$ cat config.mk
export PLATFORM = sky130hd
export DESIGN_NAME = crossing_request
export DESIGN_NICKNAME = d
export VERILOG_FILES = /design/src/rtl/crossing_pkg.sv /design/src/rtl/crossing_request_debounce.sv /design/src/rtl/crossing_request.sv
export SDC_FILE = /design/constraint.sdc
export NUM_CORES = 1
export LEC_CHECK = 0
export ABC_AREA = 1
export BUFFER_PORTS_ARGS = -buffer_cell sky130_fd_sc_hd__buf_2
export CORE_ASPECT_RATIO = 2
export CORE_UTILIZATION = 30
export CTS_CLUSTER_SIZE = 8
export DETAILED_ROUTE_END_ITERATION = 8
export PLACE_DENSITY = 0.58
export SKIP_CTS_REPAIR_TIMING = 1
export SLEW_MARGIN = 5
export SYNTH_ARGS = -nofsm -noshare
export SYNTH_HDL_FRONTEND = slang
export SYNTH_SLANG_ARGS = --single-unit
$ cat constraint.sdc
create_clock -name clk -period 1.2 [get_ports clk]
set_input_delay 0 -clock clk [delete_from_list [all_inputs] [get_ports clk]]
set_output_delay 0 -clock clk [all_outputs]
set_load 0.01 [all_outputs]
$ cat src/rtl/crossing_pkg.sv
// Shared types and default parameters for the pedestrian/vehicle crossing
// request block.
package crossing_pkg;

  // Request-FSM states
  typedef enum logic [1:0] {
    WAIT_GREEN = 2'd0,
    MIN_HOLD   = 2'd1,
    SERVE      = 2'd2,
    HANDOFF    = 2'd3
  } state_t;

  localparam int DEF_DEBOUNCE_CYCLES = 4;
  localparam int DEF_MIN_GREEN       = 8;
  localparam int DEF_MAX_GREEN       = 32;

endpackage

$ cat src/rtl/crossing_request_debounce.sv
// Two-flop synchroniser followed by a stability counter. The debounced level
// follows the synchronised input only after it has differed from the current
// level for DEBOUNCE_CYCLES consecutive cycles.
module debounce
  import crossing_pkg::*;
#(
  parameter int DEBOUNCE_CYCLES = DEF_DEBOUNCE_CYCLES
) (
  input  logic clk,
  input  logic rst_n,
  input  logic raw,
  output logic level
);

  localparam int CW = $clog2(DEBOUNCE_CYCLES + 1);
  localparam logic [CW-1:0] LAST = CW'(DEBOUNCE_CYCLES - 1);

  logic          sync_q1;
  logic          sync_q2;
  logic [CW-1:0] cnt;

  // Bring the asynchronous input into the clock domain
  always_ff @(posedge clk or negedge rst_n) begin
    if (!rst_n) begin
      sync_q1 <= 1'b0;
      sync_q2 <= 1'b0;
    end else begin
      sync_q1 <= raw;
      sync_q2 <= sync_q1;
    end
  end

  // Accept a new level only after it has been stable long enough
  always_ff @(posedge clk or negedge rst_n) begin
    if (!rst_n) begin
      cnt   <= '0;
      level <= 1'b0;
    end else if (sync_q2 != level) begin
      if (cnt == LAST) begin
        level <= sync_q2;
        cnt   <= '0;
      end else begin
        cnt <= cnt + 1'b1;
      end
    end else begin
      cnt <= '0;
    end
  end

endmodule

$ cat src/rtl/crossing_request.sv
// Crossing request generator: debounces the pedestrian button and the
// vehicle sensor, latches a request, and asks the light controller for a
// phase change once green has been held for MIN_GREEN cycles.
// Optional feature macro CROSSING_REQUEST_MAX_GREEN_EN: force a handoff
// (with a one-cycle timeout pulse) when green has been held MAX_GREEN cycles
// without any request.
// Handshake: next is a level request held high in HANDOFF; the controller
// acknowledges by dropping green, which clears the latch and ends the request.
module crossing_request
  import crossing_pkg::*;
#(
  parameter int DEBOUNCE_CYCLES = DEF_DEBOUNCE_CYCLES,
  parameter int MIN_GREEN       = DEF_MIN_GREEN,
  parameter int MAX_GREEN       = DEF_MAX_GREEN
) (
  input  logic   clk,
  input  logic   rst_n,
  input  logic   green,
  input  logic   ped_btn,
  input  logic   car_wait,
  output logic   next,
  output logic   req_pending,
  output logic   timeout,
  output state_t fsm_state
);

  // Reject illegal parameter sets at elaboration
  if (DEBOUNCE_CYCLES < 1) begin : g_bad_debounce
    $error("crossing_request: DEBOUNCE_CYCLES must be >= 1");
  end
  if (MIN_GREEN < 1) begin : g_bad_min_green
    $error("crossing_request: MIN_GREEN must be >= 1");
  end
  if (MAX_GREEN <= MIN_GREEN) begin : g_bad_max_green
    $error("crossing_request: MAX_GREEN must exceed MIN_GREEN");
  end

  localparam int HW = $clog2(MAX_GREEN);
  localparam logic [HW-1:0] MIN_LAST = HW'(MIN_GREEN - 1);
`ifdef CROSSING_REQUEST_MAX_GREEN_EN
  localparam logic [HW-1:0] HOLD_LAST = HW'(MAX_GREEN - 1);
`else
  localparam logic [HW-1:0] HOLD_LAST = MIN_LAST;
`endif

  logic          ped_level;
  logic          car_level;
  logic          ped_prev;
  logic          set_req;
  logic [HW-1:0] hold_cnt;
  logic [HW-1:0] hold_inc;

  debounce #(.DEBOUNCE_CYCLES(DEBOUNCE_CYCLES)) u_ped_debounce (
    .clk   (clk),
    .rst_n (rst_n),
    .raw   (ped_btn),
    .level (ped_level)
  );

  debounce #(.DEBOUNCE_CYCLES(DEBOUNCE_CYCLES)) u_car_debounce (
    .clk   (clk),
    .rst_n (rst_n),
    .raw   (car_wait),
    .level (car_level)
  );

  // A button press counts once (on its edge); a waiting car keeps asking
  assign set_req  = (ped_level & ~ped_prev) | car_level;
  // Hold counter saturates at the last value the FSM ever compares against
  assign hold_inc = (hold_cnt == HOLD_LAST) ? hold_cnt : hold_cnt + 1'b1;

  // Remember the previous debounced button level for edge detection
  always_ff @(posedge clk or negedge rst_n) begin
    if (!rst_n) ped_prev <= 1'b0;
    else        ped_prev <= ped_level;
  end

  // Request latch: frozen during HANDOFF, cleared when the handoff completes
  always_ff @(posedge clk or negedge rst_n) begin
    if (!rst_n) begin
      req_pending <= 1'b0;
    end else if (fsm_state == HANDOFF) begin
      if (!green) req_pending <= 1'b0;
    end else if (set_req) begin
      req_pending <= 1'b1;
    end
  end

  // Phase FSM with hold counter and registered next/timeout outputs
  always_ff @(posedge clk or negedge rst_n) begin
    if (!rst_n) begin
      fsm_state <= WAIT_GREEN;
      hold_cnt  <= '0;
      next      <= 1'b0;
      timeout   <= 1'b0;
    end else begin
      timeout <= 1'b0;
      case (fsm_state)
        WAIT_GREEN: begin
          if (green) begin
            fsm_state <= MIN_HOLD;
            hold_cnt  <= '0;
          end
        end
        MIN_HOLD: begin
          if (!green) begin
            fsm_state <= WAIT_GREEN;
          end else begin
            hold_cnt <= hold_inc;
            if (hold_cnt == MIN_LAST) fsm_state <= SERVE;
          end
        end
        SERVE: begin
          if (!green) begin
            fsm_state <= WAIT_GREEN;
          end else if (req_pending) begin
            fsm_state <= HANDOFF;
            next      <= 1'b1;
          end else begin
            hold_cnt <= hold_inc;
`ifdef CROSSING_REQUEST_MAX_GREEN_EN
            if (hold_cnt == HOLD_LAST) begin
              fsm_state <= HANDOFF;
              next      <= 1'b1;
              timeout   <= 1'b1;
            end
`endif
          end
        end
        HANDOFF: begin
          if (!green) begin
            fsm_state <= WAIT_GREEN;
            next      <= 1'b0;
          end
        end
        default: begin
          fsm_state <= WAIT_GREEN;
          next      <= 1'b0;
        end
      endcase
    end
  end

endmodule

* Word-level counts from Yosys, hierarchy flattened
Cells that the tools add are included.
** Storage, ports and cells
- Input port bits :: 5
- Flip-flop bits (word level) :: 22
** Operators by class
- Multiplexer cells :: 23
- Reduce and logical (&&, ||, !) cells :: 10
- Bitwise gates (word level) :: 3
- Equality and inequality tests :: 16
- $add $sub $neg :: 3
** Operator list (number)
- 2-to-1 mux 5 bit :: 5
- case mux 5 bit (3 select lines) :: 1
- 2-to-1 mux 2 bit :: 6
- 2-to-1 mux 3 bit :: 4
- != test 2 bit (second input constant) :: 6
- case mux 2 bit (4 select lines) :: 1
- AND reduction 4 bit :: 2
- adder 3 x 1 -> 3 bit (second input constant) :: 2
- == test 3 x 2 -> 1 bit (second input constant) :: 2
- != test 3 bit (second input constant) :: 2
- AND reduction 2 bit :: 3
- adder 5 x 1 -> 5 bit (second input constant) :: 1
- == test 5 x 3 -> 1 bit (second input constant) :: 1
- 2-to-1 mux 1 bit :: 5
- AND reduction 5 bit :: 1
- == test 2 bit (second input constant) :: 2
- nonzero test 2 bit :: 2
- nonzero test 3 bit :: 1
- == test 2 x 1 -> 1 bit (second input constant) :: 1
- logical NOT 2 bit :: 1
- != test 1 bit :: 2
- case mux 1 bit (2 select lines) :: 1
- AND 1 bit :: 1
- NOT 1 bit :: 1
- OR 1 bit :: 1

* Depth between registers and ports, before layout
- Word-level depth :: 5
- Depth in mapped cells :: 9
- Depth with buffers taken out :: 9

* Cells and area by module
From an unflattened synthesis, not the netlist that was laid out.
** Unflattened totals
- Cells, all modules :: 148
- Area, all modules :: 1204.9 um^2
** By module, submodules not included
- crossing_request :: area an instance 726.9 um^2, times used 1, cells each 98
- debounce :: area an instance 239.0 um^2, times used 2, cells each 25

* Worst setup path after synthesis
OpenSTA, ideal clock, no wires.
- Path kind :: register to register
- Start :: register fsm_state[0]
- End :: register fsm_state[0]
- Stages on the path, launching flop included :: 9
- Period minus slack after synthesis :: 1333 ps
- Setup slack :: -133 ps
- Arrival :: 1216 ps
- Required time :: 1083 ps
- Path through :: dfrtp_1 -> inv_1 -> ha_1 -> nand2_1 -> nor2_1 -> nor2_1 -> nand2_1 -> nand2_1 -> nand2_1
** On the way
- Word-level cells in the longest chain between the ends :: 3
** RTL lines
- from (decl) :: line crossing_request.sv:24 : output state_t fsm_state
- from (signal assigned) :: line crossing_request.sv:92 : fsm_state <= WAIT_GREEN;
- from (signal assigned) :: line crossing_request.sv:101 : fsm_state <= MIN_HOLD;
- from (signal assigned) :: line crossing_request.sv:107 : fsm_state <= WAIT_GREEN;
- == test 2 x 1 -> 1 bit, or another cell as far along :: line crossing_request.sv:98 : case (fsm_state)
- != test 3 bit (no source line) / != test 2 bit (equally long branches)
- AND reduction 4 bit (no source line)
Several ways; a longest one is shown, not always the timed one.
A chain may end at the register's enable or synchronous reset.

* Worst setup path in the final report
- Start :: register fsm_state[0]
- End :: register hold_cnt[4]
** On the way
- Word-level cells in the longest chain between the ends :: 3
** RTL lines
- == test 2 bit, or another cell as far along :: line crossing_request.sv:98
- != test 2 bit (no source line) / nonzero test 3 bit (equally long branches)
- AND reduction 5 bit (no source line)
- to (signal assigned) :: line crossing_request.sv:109 : hold_cnt <= hold_inc;
- to (signal assigned) :: line crossing_request.sv:120 : hold_cnt <= hold_inc;
- to (decl) :: line crossing_request.sv:50 : logic [HW-1:0] hold_cnt;
Several ways; a longest one is shown, not always the timed one.

==> impl_metrics.yaml <==
drt:
  drt-initial-drc-count: 12
  first_pass_iters: 6
  ant_nets: 0
  finalWirelength_um: 2070
  drc_errors: 2
  wire_per_inst_um: 11.6
  vias: 859
  viasPerCell: 4.83
synth:
  synth_edf_count: 0
  yosys.cell_count.top_type: "nand2_1"
  synth_top_flop_cell: "dfrtp_1"
  syn_avg_cell_area_um2: 8.98
  ys_top_cells_by_area: "dfrtp_1, nand2_1, ha_1"
  syn-instance-count: 119
  synth_common_cells: "nand2_1, dfrtp_1, inv_1, nor2_1, ha_1"
  netlist.area_leader.share_pct: 51.5
  syn_area_um2: 1070
  ys_seq_area_share_pct: 51.5
  yosysTopAreaCell: "dfrtp_1"
  synth_nets: 131
  synth_warnings: 0
  yosys_register_bits: 22
  synth_cell_types: 23
  synthArstFlopShare_pct: 100
clock_tree:
  cts_buffer_depth: 2
  clk_pin_slew_ns: 0.08
  cts_tree: "done"
  root_buffer: "clkbuf_8"
  cts_max_level: 1
  cts-buffers-inserted: 3
  clkLatencyLatePin_ns: 0.26
  clock-sinks: 22
placement:
  hpwl_um: 1580
  dp_slack_ns: -0.0963
  gp_congestion: 0.735
  io_buffers: 8
die:
  num_rows: 30
  fp.dieH_um: 86.4
  io_pins: 10
  core_area_um2: 3380
  initial_core_util_pct: 31.6
  fp.dieArea_um2: 3820
  dieWidth_um: 44.2
global_route:
  grt_pass1_vias: 866
  globalRouteOverflowTotal: 0
  grt_max_degree: 23
  antenna_found_initial: 0
  track_usage_pct: 12.8
  grt_pass1_wl_um: 3530
power:
  finalPower_w: 0.00321
  ir_worst_vdd_v: 0.00106
  powerDensity_nw_per_um2: 2220
  p_leak_nw: 0.688
setup_path:
  reg2reg_depth: 7
  crit_path_start_kind: "flop"
  cp_cell_sequence: "inv_4, ha_4, a21oi_4, nand2_2, nor2_4, nand2_2, nand2_1"
  r2r_slack_ns: -0.10
  crit_path_frequent_cell: "nand2_2"
  worstPathArrival_ns: 1.50
  crit_start: "fsm_state[0]"
  cp_slowest_cell: "dfrtp_2"
  cp-end-kind: "flop"
  worstPathRequired_ns: 1.40
  r2r-start: "fsm_state[0]"
  cp-endpoint: "hold_cnt[4]"
  worstSetupPathType: "flop to flop"
  slowest_delay_ns: 0.47
  reg2reg_to: "hold_cnt[4]"
  crit_fanout: 5
timing:
  finalHoldViolCount: 0
  setup_ws_ns: -0.101
  fmax_ghz: 0.769
  slew_headroom_pct: 66.6
  worstMarginPinSlew_ns: 0.501
  rsz0062_at_grt: "yes"
  setup_violations: 8
  fin_setup_tns_ns: -0.705
  finalMaxSlewViolations: 0
  timing.final.crit_share_pct: 108
  fin_crit_ns: 1.30
  clock_skew_ns: 0.000845
worst_hold_path:
  hold_class: "input pin to flop"
  hold_path.startpoint: "green"
status:
  violations: "design-rule violations, negative setup slack"
  status: "complete, but fails checks"
final_layout:
  nets: 159
  drive_gt1_share_pct: 38.4
  final.fill_count: 331
  diodes: 0
  syn_to_final_growth_pct: 35.5
flow_run:
  cap_violations: 0
[per-layer routing]
metal  vias up  global-route usage [%]  share of wire [%]
met5         -                       0                  0
met4         0                    11.0                5.1
met3         8                    2.08                2.4
met2        15                    22.3                 55
met1       409                    12.1                 37
li1        427                       -                  -
[flip-flops by register name (all words and copies together) (netlist names)]
name,flops
fsm_state,2
hold_cnt,5
next,1
ped_prev,1
req_pending,1
u_car_debounce.cnt,3
u_car_debounce.level,1
u_car_debounce.sync_q1,1
u_car_debounce.sync_q2,1
u_ped_debounce.cnt,3
u_ped_debounce.level,1
u_ped_debounce.sync_q1,1
u_ped_debounce.sync_q2,1
[critical path: cells and delay by family, from the launching register on]
kind | cells | cell delay [ns]
AOI/OAI and AO/OA | 1 | 0.18
adders and majority gates | 1 | 0.18
buffers and inverters | 1 | 0.07
DFF | 1 | 0.47
and+or+nand+nor | 4 | 0.35
[placed cells by master, fill, tap and decap left out]
master | synthesis | layout
inv_2 | 1 | 3
nor2_2 | 1 | 2
clkbuf_8 | 0 | 4
nand4_1 | 2 | 2
ha_4 | 0 | 4
nand2_4 | 0 | 1
nand3_4 | 0 | 2
buf_2 | 0 | 8
nand2_1 | 33 | 27
ha_2 | 0 | 1
dfrtp_2 | 0 | 2
ha_1 | 7 | 2
a21oi_4 | 0 | 1
a21oi_1 | 4 | 4
nand3_2 | 3 | 2
nand2_2 | 1 | 6
nor3b_1 | 2 | 2
mux2_2 | 1 | 1
dfrtp_1 | 22 | 20
inv_1 | 13 | 9
inv_4 | 0 | 2
nand3_1 | 6 | 5
xnor2_1 | 2 | 2
o21ai_1 | 4 | 4
clkinv_2 | 1 | 2
buf_4 | 1 | 13
conb_1 | 1 | 1
nor3_2 | 0 | 1
mux2_1 | 1 | 1
dlygate4sd3_1 | 0 | 3
nor2_1 | 8 | 6
nor2_4 | 0 | 1
nor3_1 | 3 | 2
[final cells by class]
cell class | count | area, um2 | share of cell area [%]
Clock buffer | 4 | 55.1 | 3.80
Inverter | 16 | 67.6 | 4.67
Multi-Input combinational cell | 80 | 564 | 39.0
Sequential cell | 22 | 553 | 38.2
Tap cell | 32 | 40.0 | 2.77
Timing Repair Buffer | 24 | 168 | 11.6
[power by group]
part           switching [W]  total (W)  internal [W]
sequential          0.000191    0.00114      0.000953
combinational       0.000809    0.00154      0.000736
clock               0.000231   0.000524      0.000292
[per-stage QoR]
step	hold slack [ns]	utilization, %	area, um2	instances
floorplan	-0.296	-	1140	119
global placement	0.000233	38.7	1310	170
detailed placement	0.0118	38.7	1310	170
CTS	-0.277	40.3	1360	174
global route	0.179	42.9	1450	178
finish	0.159	42.9	1450	178
[worst min-delay path by stage]
stage / end / slack [ns] / depth (start not counted)
after global placement: next / 0.0002 / 1
after floorplan: fsm_state[0] / -0.30 / 0
after detailed placement: next / 0.01 / 1
final: fsm_state[0] / 0.16 / 4
after CTS: hold_cnt[0] / -0.28 / 1
after global routing: fsm_state[0] / 0.18 / 4
[cells by family (layout without fill, tap and decap cells)]
family / after synthesis / after routing / share of synthesized area, %
simple gates: 59 / 59 / 25.2
flops: 22 / 22 / 51.5
buf+inv: 17 / 44 / 6.44
compound gates: 9 / 9 / 4.57
fa+ha+maj: 7 / 7 / 8.20
xor+xnor: 2 / 2 / 1.64
mux: 2 / 2 / 2.11
other cells: 1 / 1 / 0.351
Power figures use the tool's default switching activity.
